`src/rtl/if_id_queue_pkg.sv`:
```
// Shared pipeline defines and types for the IF/ID instruction queue.
package if_id_queue_pkg;

  localparam logic        Stop       = 1'b1;
  localparam logic        NoStop     = 1'b0;
  localparam logic [31:0] ZeroWord   = 32'h0000_0000;
  localparam logic        RstEnable  = 1'b0;
  localparam int unsigned StallIdBit = 2;

  typedef enum logic [2:0] {
    OUT_HOLD,
    OUT_FLUSH,
    OUT_HEAD,
    OUT_BYPASS,
    OUT_BUBBLE
  } out_sel_e;

  function automatic logic addr_misaligned(input logic [1:0] pc_lo);
    return pc_lo != 2'b00;
  endfunction

endpackage

```
`src/rtl/if_id_queue_if.sv`:
```
// Fetch-side and decode-side signal bundle of the IF/ID queue.
// The id_excp_adel wire exists only when IF_ID_EXCP_EN is defined.
interface if_id_queue_if #(
  parameter int unsigned ADDR_W = 32,
  parameter int unsigned INST_W = 32,
  parameter int unsigned DEPTH  = 4
);
  localparam int unsigned CNT_W = $clog2(DEPTH) + 1;

  logic [ADDR_W-1:0] if_pc;
  logic [INST_W-1:0] if_inst;
  logic              if_valid;
  logic              if_ready;
  logic [ADDR_W-1:0] id_pc;
  logic [INST_W-1:0] id_inst;
  logic              id_valid;
  logic [CNT_W-1:0]  count;
`ifdef IF_ID_EXCP_EN
  logic              id_excp_adel;

  modport master (
    output if_pc, if_inst, if_valid,
    input  if_ready, id_pc, id_inst, id_valid, count, id_excp_adel
  );

  modport slave (
    input  if_pc, if_inst, if_valid,
    output if_ready, id_pc, id_inst, id_valid, count, id_excp_adel
  );
`else
  modport master (
    output if_pc, if_inst, if_valid,
    input  if_ready, id_pc, id_inst, id_valid, count
  );

  modport slave (
    input  if_pc, if_inst, if_valid,
    output if_ready, id_pc, id_inst, id_valid, count
  );
`endif

endinterface

```
`src/rtl/if_id_queue_fifo_sync.sv`:
```
// Plain synchronous FIFO with separate occupancy counter; no bypass path.
module fifo_sync
  import if_id_queue_pkg::*;
#(
  parameter int unsigned WIDTH = 64,
  parameter int unsigned DEPTH = 4
) (
  input  logic                     clk,
  input  logic                     rst,
  input  logic                     push,
  input  logic                     pop,
  input  logic                     clear,
  input  logic [WIDTH-1:0]         data,
  output logic [WIDTH-1:0]         head,
  output logic                     full,
  output logic                     empty,
  output logic [$clog2(DEPTH):0]   count
);
  localparam int unsigned PTR_W = $clog2(DEPTH);
  localparam int unsigned CNT_W = PTR_W + 1;

  logic [WIDTH-1:0] mem [DEPTH];
  logic [PTR_W-1:0] wr_ptr;
  logic [PTR_W-1:0] rd_ptr;
  logic [CNT_W-1:0] count_q;
  logic             do_push;
  logic             do_pop;

  assign full    = (count_q == CNT_W'(DEPTH));
  assign empty   = (count_q == '0);
  assign do_push = push & ~full & ~clear;
  assign do_pop  = pop & ~empty & ~clear;
  assign head    = mem[rd_ptr];
  assign count   = count_q;

  always_ff @(posedge clk) begin
    if (rst == RstEnable) begin
      wr_ptr  <= '0;
      rd_ptr  <= '0;
      count_q <= '0;
    end else if (clear) begin
      // Emptying only needs the read side to catch up with the write side.
      rd_ptr  <= wr_ptr;
      count_q <= '0;
    end else begin
      if (do_push) wr_ptr <= wr_ptr + PTR_W'(1);
      if (do_pop)  rd_ptr <= rd_ptr + PTR_W'(1);
      unique case ({do_push, do_pop})
        2'b10:   count_q <= count_q + CNT_W'(1);
        2'b01:   count_q <= count_q - CNT_W'(1);
        default: count_q <= count_q;
      endcase
    end
  end

  always_ff @(posedge clk) begin
    if (do_push) mem[wr_ptr] <= data;
  end

endmodule

```
`src/rtl/if_id_queue.sv`:
```
// Fetch-decode buffer: DEPTH-entry instruction queue plus registered ID stage.
// Define IF_ID_EXCP_EN to carry an address-misalignment flag with each entry.
module if_id_queue
  import if_id_queue_pkg::*;
#(
  parameter int unsigned ADDR_W = 32,
  parameter int unsigned INST_W = 32,
  parameter int unsigned DEPTH  = 4
) (
  input  logic        clk,
  input  logic        rst,
  input  logic [5:0]  stall,
  input  logic        flush,
  if_id_queue_if.slave bus
);
`ifdef IF_ID_EXCP_EN
  localparam int unsigned ENT_W = ADDR_W + INST_W + 1;
`else
  localparam int unsigned ENT_W = ADDR_W + INST_W;
`endif

  logic [ENT_W-1:0]         in_entry;
  logic [ENT_W-1:0]         head;
  logic [ENT_W-1:0]         out_q;
  logic                     valid_q;
  logic                     full;
  logic                     empty;
  logic                     ready;
  logic                     enq;
  logic                     adv;
  logic                     push;
  logic                     pop;
  logic [$clog2(DEPTH):0]   count;
  logic                     unused_stall;
  out_sel_e                 sel;

`ifdef IF_ID_EXCP_EN
  assign in_entry = {addr_misaligned(bus.if_pc[1:0]), bus.if_pc, bus.if_inst};
`else
  assign in_entry = {bus.if_pc, bus.if_inst};
`endif

  assign unused_stall = ^{stall[5:3], stall[1:0]};

  assign ready = ~full;
  assign enq   = bus.if_valid & ready & ~flush;
  assign adv   = (stall[StallIdBit] == NoStop);

  // An entry bypasses the queue only when ID advances into an empty queue,
  // so nothing already buffered can be overtaken.
  assign push = enq & ~(adv & empty);
  assign pop  = adv & ~empty & ~flush;

  fifo_sync #(
    .WIDTH (ENT_W),
    .DEPTH (DEPTH)
  ) u_fifo (
    .clk   (clk),
    .rst   (rst),
    .push  (push),
    .pop   (pop),
    .clear (flush),
    .data  (in_entry),
    .head  (head),
    .full  (full),
    .empty (empty),
    .count (count)
  );

  always_comb begin
    sel = OUT_HOLD;
    if (flush)             sel = OUT_FLUSH;
    else if (adv && !empty) sel = OUT_HEAD;
    else if (adv && enq)   sel = OUT_BYPASS;
    else if (adv)          sel = OUT_BUBBLE;
  end

  always_ff @(posedge clk) begin
    if (rst == RstEnable) begin
      out_q   <= '0;
      valid_q <= 1'b0;
    end else begin
      unique case (sel)
        OUT_FLUSH, OUT_BUBBLE: begin
          out_q   <= '0;
          valid_q <= 1'b0;
        end
        OUT_HEAD: begin
          out_q   <= head;
          valid_q <= 1'b1;
        end
        OUT_BYPASS: begin
          out_q   <= in_entry;
          valid_q <= 1'b1;
        end
        default: begin
          out_q   <= out_q;
          valid_q <= valid_q;
        end
      endcase
    end
  end

  assign bus.if_ready = ready;
  assign bus.id_inst  = out_q[INST_W-1:0];
  assign bus.id_pc    = out_q[INST_W +: ADDR_W];
  assign bus.id_valid = valid_q;
  assign bus.count    = count;
`ifdef IF_ID_EXCP_EN
  assign bus.id_excp_adel = out_q[ENT_W-1];
`endif

endmodule

```
`src/flat_wrapper.sv`:
```
// flat-port wrapper written by rule: the top's interface ports become plain ports
module if_id_queue_flat import if_id_queue_pkg::*;
#(
  parameter int unsigned ADDR_W = 32,
  parameter int unsigned INST_W = 32,
  parameter int unsigned DEPTH  = 4
)
  (clk, rst, stall, flush, bus_if_pc, bus_if_inst, bus_if_valid, bus_if_ready, bus_id_pc, bus_id_inst, bus_id_valid, bus_count);
  if_id_queue_if #(.ADDR_W(ADDR_W), .INST_W(INST_W), .DEPTH(DEPTH)) bus_i ();
  input  logic clk;
  input  logic rst;
  input  logic [5:0] stall;
  input  logic flush;
  input wire logic [$bits(bus_i.if_pc)-1:0] bus_if_pc;
  input wire logic [$bits(bus_i.if_inst)-1:0] bus_if_inst;
  input wire logic [$bits(bus_i.if_valid)-1:0] bus_if_valid;
  output wire logic [$bits(bus_i.if_ready)-1:0] bus_if_ready;
  output wire logic [$bits(bus_i.id_pc)-1:0] bus_id_pc;
  output wire logic [$bits(bus_i.id_inst)-1:0] bus_id_inst;
  output wire logic [$bits(bus_i.id_valid)-1:0] bus_id_valid;
  output wire logic [$bits(bus_i.count)-1:0] bus_count;
  assign bus_i.if_pc = bus_if_pc;
  assign bus_i.if_inst = bus_if_inst;
  assign bus_i.if_valid = bus_if_valid;
  assign bus_if_ready = bus_i.if_ready;
  assign bus_id_pc = bus_i.id_pc;
  assign bus_id_inst = bus_i.id_inst;
  assign bus_id_valid = bus_i.id_valid;
  assign bus_count = bus_i.count;
  if_id_queue #(.ADDR_W(ADDR_W), .INST_W(INST_W), .DEPTH(DEPTH)) u_core (.clk(clk), .rst(rst), .stall(stall), .flush(flush), .bus(bus_i));
endmodule
```
`config.mk`:
```
export PLATFORM = sky130hd
export DESIGN_NAME = if_id_queue_flat
export DESIGN_NICKNAME = d
export VERILOG_FILES = /design/src/rtl/if_id_queue_pkg.sv /design/src/rtl/if_id_queue_if.sv /design/src/rtl/if_id_queue_fifo_sync.sv /design/src/rtl/if_id_queue.sv /design/src/flat_wrapper.sv
export SDC_FILE = /design/constraint.sdc
export NUM_CORES = 1
export LEC_CHECK = 0
export CORE_MARGIN = 2
export CORE_UTILIZATION = 50
export CTS_CLUSTER_SIZE = 20
export DETAILED_ROUTE_END_ITERATION = 12
export GPL_TIMING_DRIVEN = 1
export PLACE_DENSITY = 0.83
export SYNTH_ARGS = -nofsm -noshare
export SYNTH_HDL_FRONTEND = slang
export SYNTH_SLANG_ARGS = --single-unit
export TNS_END_PERCENT = 5
```
`constraint.sdc`:
```
create_clock -name clk -period 3.4 [get_ports clk]
set_input_delay 0.68 -clock clk [delete_from_list [all_inputs] [get_ports clk]]
set_output_delay 0.68 -clock clk [all_outputs]
set_load 0.005 [all_outputs]
```
==> reports/metrics.csv, run 1 <==
metric,value,unit
height of the chip,161,um
CTS tree,done,
maximum VDD drop,0.380,mV
initial antenna violation count,2,
Crit path arrival time,2880,ps
Synth Area in Adders,0.669,%
total setup buffers inserted after CTS,0,
Die Area,26000,sq um
synthesis-stage register bit count,330,
fillers,1677,
first-pass GRT wire length,39800,um
clock power share,43.3,%
sw frac,19.8,%
drt total wl,25700,um
IO buf count,137,
grt ovf,0,
hold buffer count at CTS,0,
starting density of the core,50.9,%
f_max,410,MHz
syn_nets,715,
DR iter-0 viols,585,
Slew @ Worst Pin,919,ps
combinational power share,5.5,%
post-synth cell types,35,
fin crit period,2440,ps
Die Wd,161,um
Clock Tree Buf Depth,3,
Clock Skews,22.5,ps
vias per inst,5.88,
Ys Warns,0,
mux share of post-synthesis cell area,11.8,%
critical path class,in -> reg,
H-tree Lvls,2,
area grow syn2layout,24.2,%
area of the multi-input gates,2920,sq um
DRC viols,0,
most frequent cells in the layout,"edfxtp_1, clkdlybuf4s50_1, a22o_1",
sequential share of power,51.2,%
std cell rows,57,
root buffer cell,clkbuf_16,
"Seq/Total Area, Yosys",74.3,%
post-route setup TNS,0,ps
clock sink count,330,
Final Slew Violations,0,
Compound-Gate Fraction of Synth Area,9.02,%
Slew HR,38.7,%
NetSw,0.00173,W
core footprint,24200,sq um
post-synthesis simple-gate area fraction,1.68,%
Routed Antenna Nets,0,
max-cap viol count,0,
Final nets,864,
"Hold Vio Cnt, Final",0,
Total GRT Usage,20.1,%
P_leak,5.01,nW
Reg2Reg Setup Slack,1130,ps
vias in the first global route,6844,
Syn Inst Count,635,
status,finished clean,
ant diodes,0,
pin count of the biggest net entering global routing,70,
Critical Path Sink Type,register,
Final setup viols,0,
dpl hpwl,14300,um
CP required,3840,ps
pre-CTS WS,446,ps
wire length per cell,22.7,um
fin crit share,71.8,%
io pins,143,
CTS buffer count,34,
final setup margin,958,ps
RSZ-0062 raised after global routing,no,
"Cell Area, Synth",12300,sq um
Power Total,0.00872,W
Max Fanout on Critical Path,5,
P_int,0.00700,W
DR pass1 iterations,5,
Pwr per Cell Area,569,nW/um^2
cts repair resizes,0,
GPL Wtd Cong,0.725,
xor and xnor area share after synthesis,0.355,%
Worst-path clk slew,60,ps
Worst-Skew Late Latency,510,ps
Post-Syn Area per Cell,19.4,sq um
vias post-DR,6665,
layout cells sized above 1,18.7,%
main combinational cell family by area after synthesis,multiplexers,
minimum hold slack,542,ps
startpoint types,input pin,
"commonest non-fill, non-tap cell in the layout",edfxtp_1,
Register Area,9180,sq um
Hold Path Class,reg -> reg,
==> cell families (layout without fill, tap and decap cells) <==
kind of cell               after synthesis  after routing
AOI/OAI and AO/OA                      138            138
DFF                                    330            330
muxes                                   65             65
adders and majority gates                6              6
and+or+nand+nor                         40             40
xor gates and xnor gates                 5              5
buffers and inverters                   51            225
==> registers in the layout, summed over array words and instances, names as in the netlist, named ones only <==
signal and count:
u_core.u_fifo.wr_ptr 2, u_core.out_q 64, u_core.u_fifo.mem 256, u_core.bus.id_valid 1, u_core.u_fifo.rd_ptr 2, u_core.u_fifo.count 3
==> per-stage QoR <==
step           utilization, %  instances  cell area (sq um)
3_3_place_gp             58.4       1072              14200
6_report                 63.2       1133              15300
2_1_floorplan               -        635              12300
4_1_cts                  63.2       1133              15300
3_5_place_dp             58.4       1072              14200
5_1_grt                  63.2       1133              15300
==> routing by layer <==
metal / part of all wire (%) / up-vias / global-route usage (%)
met5: 0.10 / - / 0
met2: 49 / 263 / 32.7
li1: - / 2924 / -
met4: 1.6 / 4 / 4.50
met3: 7.5 / 38 / 5.32
met1: 42 / 3436 / 27.7
==> power by group through the flow <==
stage / registers, W / logic (W) / clock network, W
floorplan: 0.00452 / 0.000257 / 0
CTS: 0.00447 / 0.000481 / 0.00385
global placement: 0.00455 / 0.000465 / 0
finish: 0.00447 / 0.000476 / 0.00378
global route: 0.00447 / 0.000512 / 0.00401
detailed placement: 0.00455 / 0.000477 / 0
==> final timing paths <==
check | start | endpoint | depth (start not counted)
max | flush | u_core.u_fifo.count[2] | 9
min | u_core.out_q[44] | u_core.out_q[44] | 2
max reg2reg | u_core.u_fifo.count[0] | u_core.u_fifo.count[2] | 9
min reg2reg | u_core.out_q[44] | u_core.out_q[44] | 2
==> critical path: stages <==
cell             delay (ps)
clkdlybuf4s50_1         470
or3_4                   430
inv_2                    70
ha_1                    180
inv_1                    60
fa_1                    370
xor2_1                  150
or3_1                   320
a21oi_1                 150
==> cell type report <==
| type | count | area share, % |
|---|---|---|
| sequential | 330 | 59.8 |
| tap | 324 | 2.64 |
| inverter | 8 | 0.196 |
| multi-input combinational | 254 | 19.1 |
| timing repair buffer | 156 | 10.7 |
| clock buffer | 45 | 6.63 |
| clock inverter | 16 | 0.987 |
==> Yosys cell counts (all sizes together) <==
| master | instances | area (sq um) |
|---|---|---|
| edfxtp | 256 | 7690 |
| a22o | 94 | 823 |
| dfxtp | 74 | 1480 |
| mux4 | 64 | 1440 |
| buf | 25 | 181 |
| nor2 | 23 | 88.8 |
| o21ai | 20 | 100 |
| clkbuf | 18 | 68.8 |
| a221oi | 17 | 149 |
| inv | 8 | 30.0 |
| a21oi | 6 | 33.8 |
| and2 | 5 | 31.3 |
| ha | 5 | 62.6 |
| nand2b | 3 | 18.8 |
| xnor2 | 3 | 26.3 |
| nand2 | 2 | 7.51 |
| nor3b | 2 | 20.0 |
| or3 | 2 | 17.5 |
| xor2 | 2 | 17.5 |
| a21boi | 1 | 7.51 |
| and2b | 1 | 7.51 |
| fa | 1 | 20.0 |
| mux2i | 1 | 10.0 |
| nor2b | 1 | 6.26 |
| nor3 | 1 | 10.0 |
(Power assumes the default switching activity.)
==> run 2: changes to the inputs <==
clock period = 2.6 ns   (was 3.4 ns; I/O delays follow)
==> run 2 against run 1 <==
Hold slack lost 12 ps. First-iteration DRC count shrank 7.5%. Routed wire length is essentially flat. Sequential share of layout area shrank 0.64 points. Clock skew is essentially flat. Flip-flop and latch count is the same. Final cell count grew 1.1%. Global-route usage is essentially flat. Worst setup slack lost 530 ps. Clock-buffer cell count grew 5.
==> reports/metrics.csv, run 2 (synthesis gave the netlist of run 1 again) <==
metric,value,unit
Slew HR,61.7,%
root buffer cell,clkbuf_16,
CP bufs+invs,2,
GRT met1 Usage,27.8,%
CP required,3040,ps
hold buffer count at CTS,0,
most frequent cells in the layout,"edfxtp_1, clkdlybuf4s50_1, a22o_1",
ant diodes,0,
vias in the first global route,7029,
RSZ-0062 raised after global routing,no,
vias per inst,5.88,
critical path class,reg -> reg,
fin crit share,83.5,%
DRC viols,0,
GPL Wtd Cong,0.740,
max-cap viol count,0,
Critical Path Sink Type,register,
clock sink count,330,
met2 Usage GRT,33.2,%
Clock Tree Buf Depth,3,
area grow syn2layout,25.5,%
crit-path cells,"nor3_2, or3_4, inv_2, ha_1, inv_1, fa_1, xor2_1, or3_1, a21oi_1",
fillers,1688,
height of the chip,161,um
fin crit period,2170,ps
Final Core Density,63.9,%
Clock Skews,22.5,ps
DR pass1 iterations,5,
"Hold Vio Cnt, Final",0,
"slowest stage delay, CP",420,ps
Top Usage Layer GRT,met2,
Largest Register,u_core.u_fifo.mem,
drt total wl,25700,um
Final setup viols,0,
Worst-Skew Late Latency,500,ps
layout cells sized above 1,19.4,%
Final nets,876,
starting density of the core,50.9,%
Slew @ Worst Pin,575,ps
cts repair resizes,0,
Hold Path Class,in -> reg,
maximum VDD drop,0.443,mV
IO buf count,137,
std cell rows,57,
io pins,143,
core footprint,24200,sq um
P_leak,5.09,nW
initial antenna violation count,1,
"commonest non-fill, non-tap cell in the layout",edfxtp_1,
max reg flops,256,
status,finished clean,
CTS buffer count,35,
vias post-DR,6730,
total setup buffers inserted after CTS,0,
Die Area,26000,sq um
crit-path leading delay family,simple AND/OR/NAND/NOR gates,
Routed Antenna Nets,0,
f_max,461,MHz
grt ovf,0,
pre-CTS WS,-50.1,ps
DR iter-0 viols,541,
Total GRT Usage,20.1,%
Max Fanout on Critical Path,5,
first-pass GRT wire length,40300,um
Final Slew Violations,0,
Worst-path clk slew,60,ps
Die Wd,161,um
wire length per cell,22.5,um
H-tree Lvls,2,
dpl hpwl,14900,um
CTS tree,done,
startpoint types,register,
pin count of the biggest net entering global routing,48,
Pwr per Cell Area,753,nW/um^2
Crit path arrival time,2610,ps
final setup margin,429,ps
grt met3 use,4.08,%
CP max stage cell,dfxtp_1,
==> run 2: cell types whose count changed in the layout (fill, tap and decap cells not counted) <==
cell	previous run	this run
clkinv_2	7	5
clkinv_1	5	1
buf_4	9	17
bufinv_16	3	6
clkbuf_8	6	3
buf_12	10	13
clkbuf_1	2	10
clkinvlp_4	1	0
==> run 2: where the power goes <==
group / switching (W) / internal, W
sequential: 0.0000595 / 0.00577
clock: 0.00191 / 0.00328
combinational: 0.000301 / 0.000353
==> run 2: worst paths after layout <==
check | cells past startpoint | startpoint | slack (ps) | to
worst max register to register | 9 | u_core.u_fifo.count[0] | 430 | u_core.u_fifo.count[2]
worst min-delay path | 3 | rst | 530 | u_core.out_q[53]
worst max-delay path | 9 | u_core.u_fifo.count[0] | 430 | u_core.u_fifo.count[2]
worst min register to register | 2 | u_core.out_q[53] | 530 | u_core.out_q[53]
==> run 2: metrics by stage <==
stage / hold slack (ps) / instance area, sq um / instances / TNS (ps) / power [W]
2_1_floorplan: 516 / 12300 / 635 / -58500 / 0.00625
3_3_place_gp: 517 / 14300 / 1083 / -48.8 / 0.00657
3_5_place_dp: 516 / 14300 / 1083 / -50.1 / 0.00659
4_1_cts: 516 / 15500 / 1145 / 0 / 0.0118
5_1_grt: 538 / 15500 / 1145 / 0 / 0.0120
6_report: 531 / 15500 / 1145 / 0 / 0.0117
==> run 2: worst reg2reg max path, cell delays in order, from the launching register on <==
cell and delay [ps]:
dfxtp_1 420, nor3_2 100, or3_4 340, inv_2 60, ha_1 160, inv_1 50, fa_1 370, xor2_1 160
or3_1 300, a21oi_1 130
==> run 2: cell type report <==
| class | count | area [sq um] | share of cell area (%) |
|---|---|---|---|
| flip-flops and latches | 330 | 9180 | 59.2 |
| clock inverters | 12 | 209 | 1.35 |
| repair buffers | 167 | 1750 | 11.3 |
| multi-input cells | 254 | 2920 | 18.8 |
| inverters | 8 | 30.0 | 0.194 |
| clock buffers | 50 | 1000 | 6.48 |
| well taps | 324 | 405 | 2.62 |
==> run 2: per-layer routing <==
| metal | routed length, um | share of wire, % |
|---|---|---|
| met5 | 16 | 0.062 |
| met1 | 10300 | 40 |
| met2 | 12900 | 50 |
| met3 | 2070 | 8.0 |
| met4 | 477 | 1.9 |
==> run 3: changes to the inputs <==
clock period = 2.1 ns   (was 2.6 ns; I/O delays follow)
==> run 3 against run 2 <==
Global-route usage is 0.42 points higher. Sequential power is 23% higher. Combinational power is 30% higher. Maximum frequency is 6.5% higher. Final cell count is 1.3% higher. Sequential share of layout area is 0.44 points lower. Critical endpoint unchanged. Largest cell class unchanged.
==> reports/metrics.csv, run 3 (synthesis gave the netlist of run 1 again) <==
metric,value,unit
status,finished clean,
Slew @ Worst Pin,558,ps
Largest Register,u_core.u_fifo.mem,
root buffer cell,clkbuf_16,
maximum VDD drop,0.541,mV
Hold Startpoint,rst,
DRC viols,0,
path depth of the worst reg2reg path,9,
minimum hold slack,340,ps
CP required,2530,ps
hold buffer count at CTS,0,
Placed Cells,1099,
Hold Path Class,in -> reg,
max-cap viol count,0,
Slew HR,62.8,%
vias in the first global route,7193,
Die Wd,161,um
height of the chip,161,um
io pins,143,
critical path class,reg -> reg,
Crit path arrival time,2470,ps
dpl hpwl,16300,um
layout cells sized above 1,20.5,%
starting density of the core,50.9,%
area grow syn2layout,26.5,%
Clock Skews,14.7,ps
Die Area,26000,sq um
RSZ-0062 raised after global routing,no,
Max Fanout on Critical Path,5,
H-tree Lvls,2,
first-pass GRT wire length,40900,um
Worst R2R End,u_core.u_fifo.count[2],
f_max,491,MHz
fin crit share,97.1,%
clock sink count,330,
Total GRT Usage,20.6,%
crit-path leading delay family,simple AND/OR/NAND/NOR gates,
"slowest stage delay, CP",380,ps
pin count of the biggest net entering global routing,47,
Reg2Reg Setup Slack,60,ps
std cell rows,57,
Finished Layout Cells,1160,
DR pass1 iterations,5,
final setup margin,61.8,ps
Worst-Skew Late Latency,500,ps
drt total wl,26300,um
initial antenna violation count,1,
CP max stage cell,dfxtp_4,
Worst-path clk slew,60,ps
CTS tree,done,
worst reg2reg path startpoint,u_core.u_fifo.count[0],
Final nets,891,
fin crit period,2040,ps
CP bufs+invs,2,
IO buf count,137,
wire length per cell,22.7,um
crit-path cells,"nor3_2, or3_4, inv_4, ha_4, inv_1, fa_2, xor2_1, or3_1, a21oi_1",
Final setup viols,0,
CTS buffer count,34,
startpoint types,register,
pre-CTS WS,-398,ps
Final Slew Violations,0,
vias per inst,5.84,
max reg flops,256,
Crit path depth,9,
CP Capture Point,u_core.u_fifo.count[2],
GPL Wtd Cong,0.761,
"commonest non-fill, non-tap cell in the layout",edfxtp_1,
Pwr per Cell Area,876,nW/um^2
P_leak,5.12,nW
DR iter-0 viols,589,
Power Total,0.0137,W
Routed Antenna Nets,0,
total setup buffers inserted after CTS,0,
"Hold Vio Cnt, Final",0,
vias post-DR,6774,
Critical Path Sink Type,register,
Clock Tree Buf Depth,3,
most frequent cells in the layout,"edfxtp_1, clkdlybuf4s50_1, a22o_1",
grt ovf,0,
core footprint,24200,sq um
Setup crit start,u_core.u_fifo.count[0],
-- run 3: cell types whose count changed in the layout (fill, tap and decap cells not counted), sizes merged --
cell and change:
clkinvlp +2, diode +1, buf +16, clkbuf +1, clkinv +1, bufinv -6
-- run 3: worst min-delay path by stage --
stage	endpoint	slack, ps	depth (start not counted)
after floorplan	u_core.out_q[38]	520	2
after global placement	u_core.out_q[48]	510	2
after detailed placement	u_core.out_q[40]	510	2
after CTS	u_core.out_q[54]	340	3
after global routing	u_core.out_q[54]	370	3
final	u_core.out_q[54]	340	3
-- run 3: per-stage QoR --
stage          instance area [sq um]  setup TNS (ps)  utilization, %
2_1_floorplan                  12400           -4820               -
3_3_place_gp                   14600          -15610            60.1
3_5_place_dp                   14600          -19980            60.1
4_1_cts                        15600               0            64.4
5_1_grt                        15600               0            64.4
6_report                       15600               0            64.4
-- run 3: layout make-up --
class / count / area (sq um)
clock buffers: 51 / 1010
flip-flops and latches: 330 / 9180
fillers: 1646 / 8630
diodes: 1 / 2.50
repair buffers: 183 / 2010
clock inverters: 9 / 42.5
multi-input cells: 254 / 2940
well taps: 324 / 405
inverters: 8 / 32.5
-- run 3: what timing repair did --
| action | 4_1_cts | 5_1_grt |
|---|---|---|
| hold endpoints to repair | 0 | 0 |
| gates resized for setup | 0 | 2 |
| setup endpoints to repair | 0 | 1 |
-- run 3: worst min-delay path: cells and delay by family --
kind	cells	cell delay, ps
buf+inv	1	140
simple gates	1	110
compound gates	1	130
-- run 3: routing by layer --
metal  vias to the layer above  global-route usage, %  wire, um  share of wire [%]
met2                       266                   35.1     13500                 51
li1                       2978                      -         -                  -
met3                        46                   3.90      1580                6.0
met1                      3484                   27.1     10700                 41
met4                         0                   6.45       550                2.1
met5                         -                      0         0                  0
-- run 3: power breakdown --
group          internal, W  switching, W
clock              0.00331       0.00231
sequential         0.00714     0.0000617
combinational     0.000462      0.000391
total               0.0109       0.00277
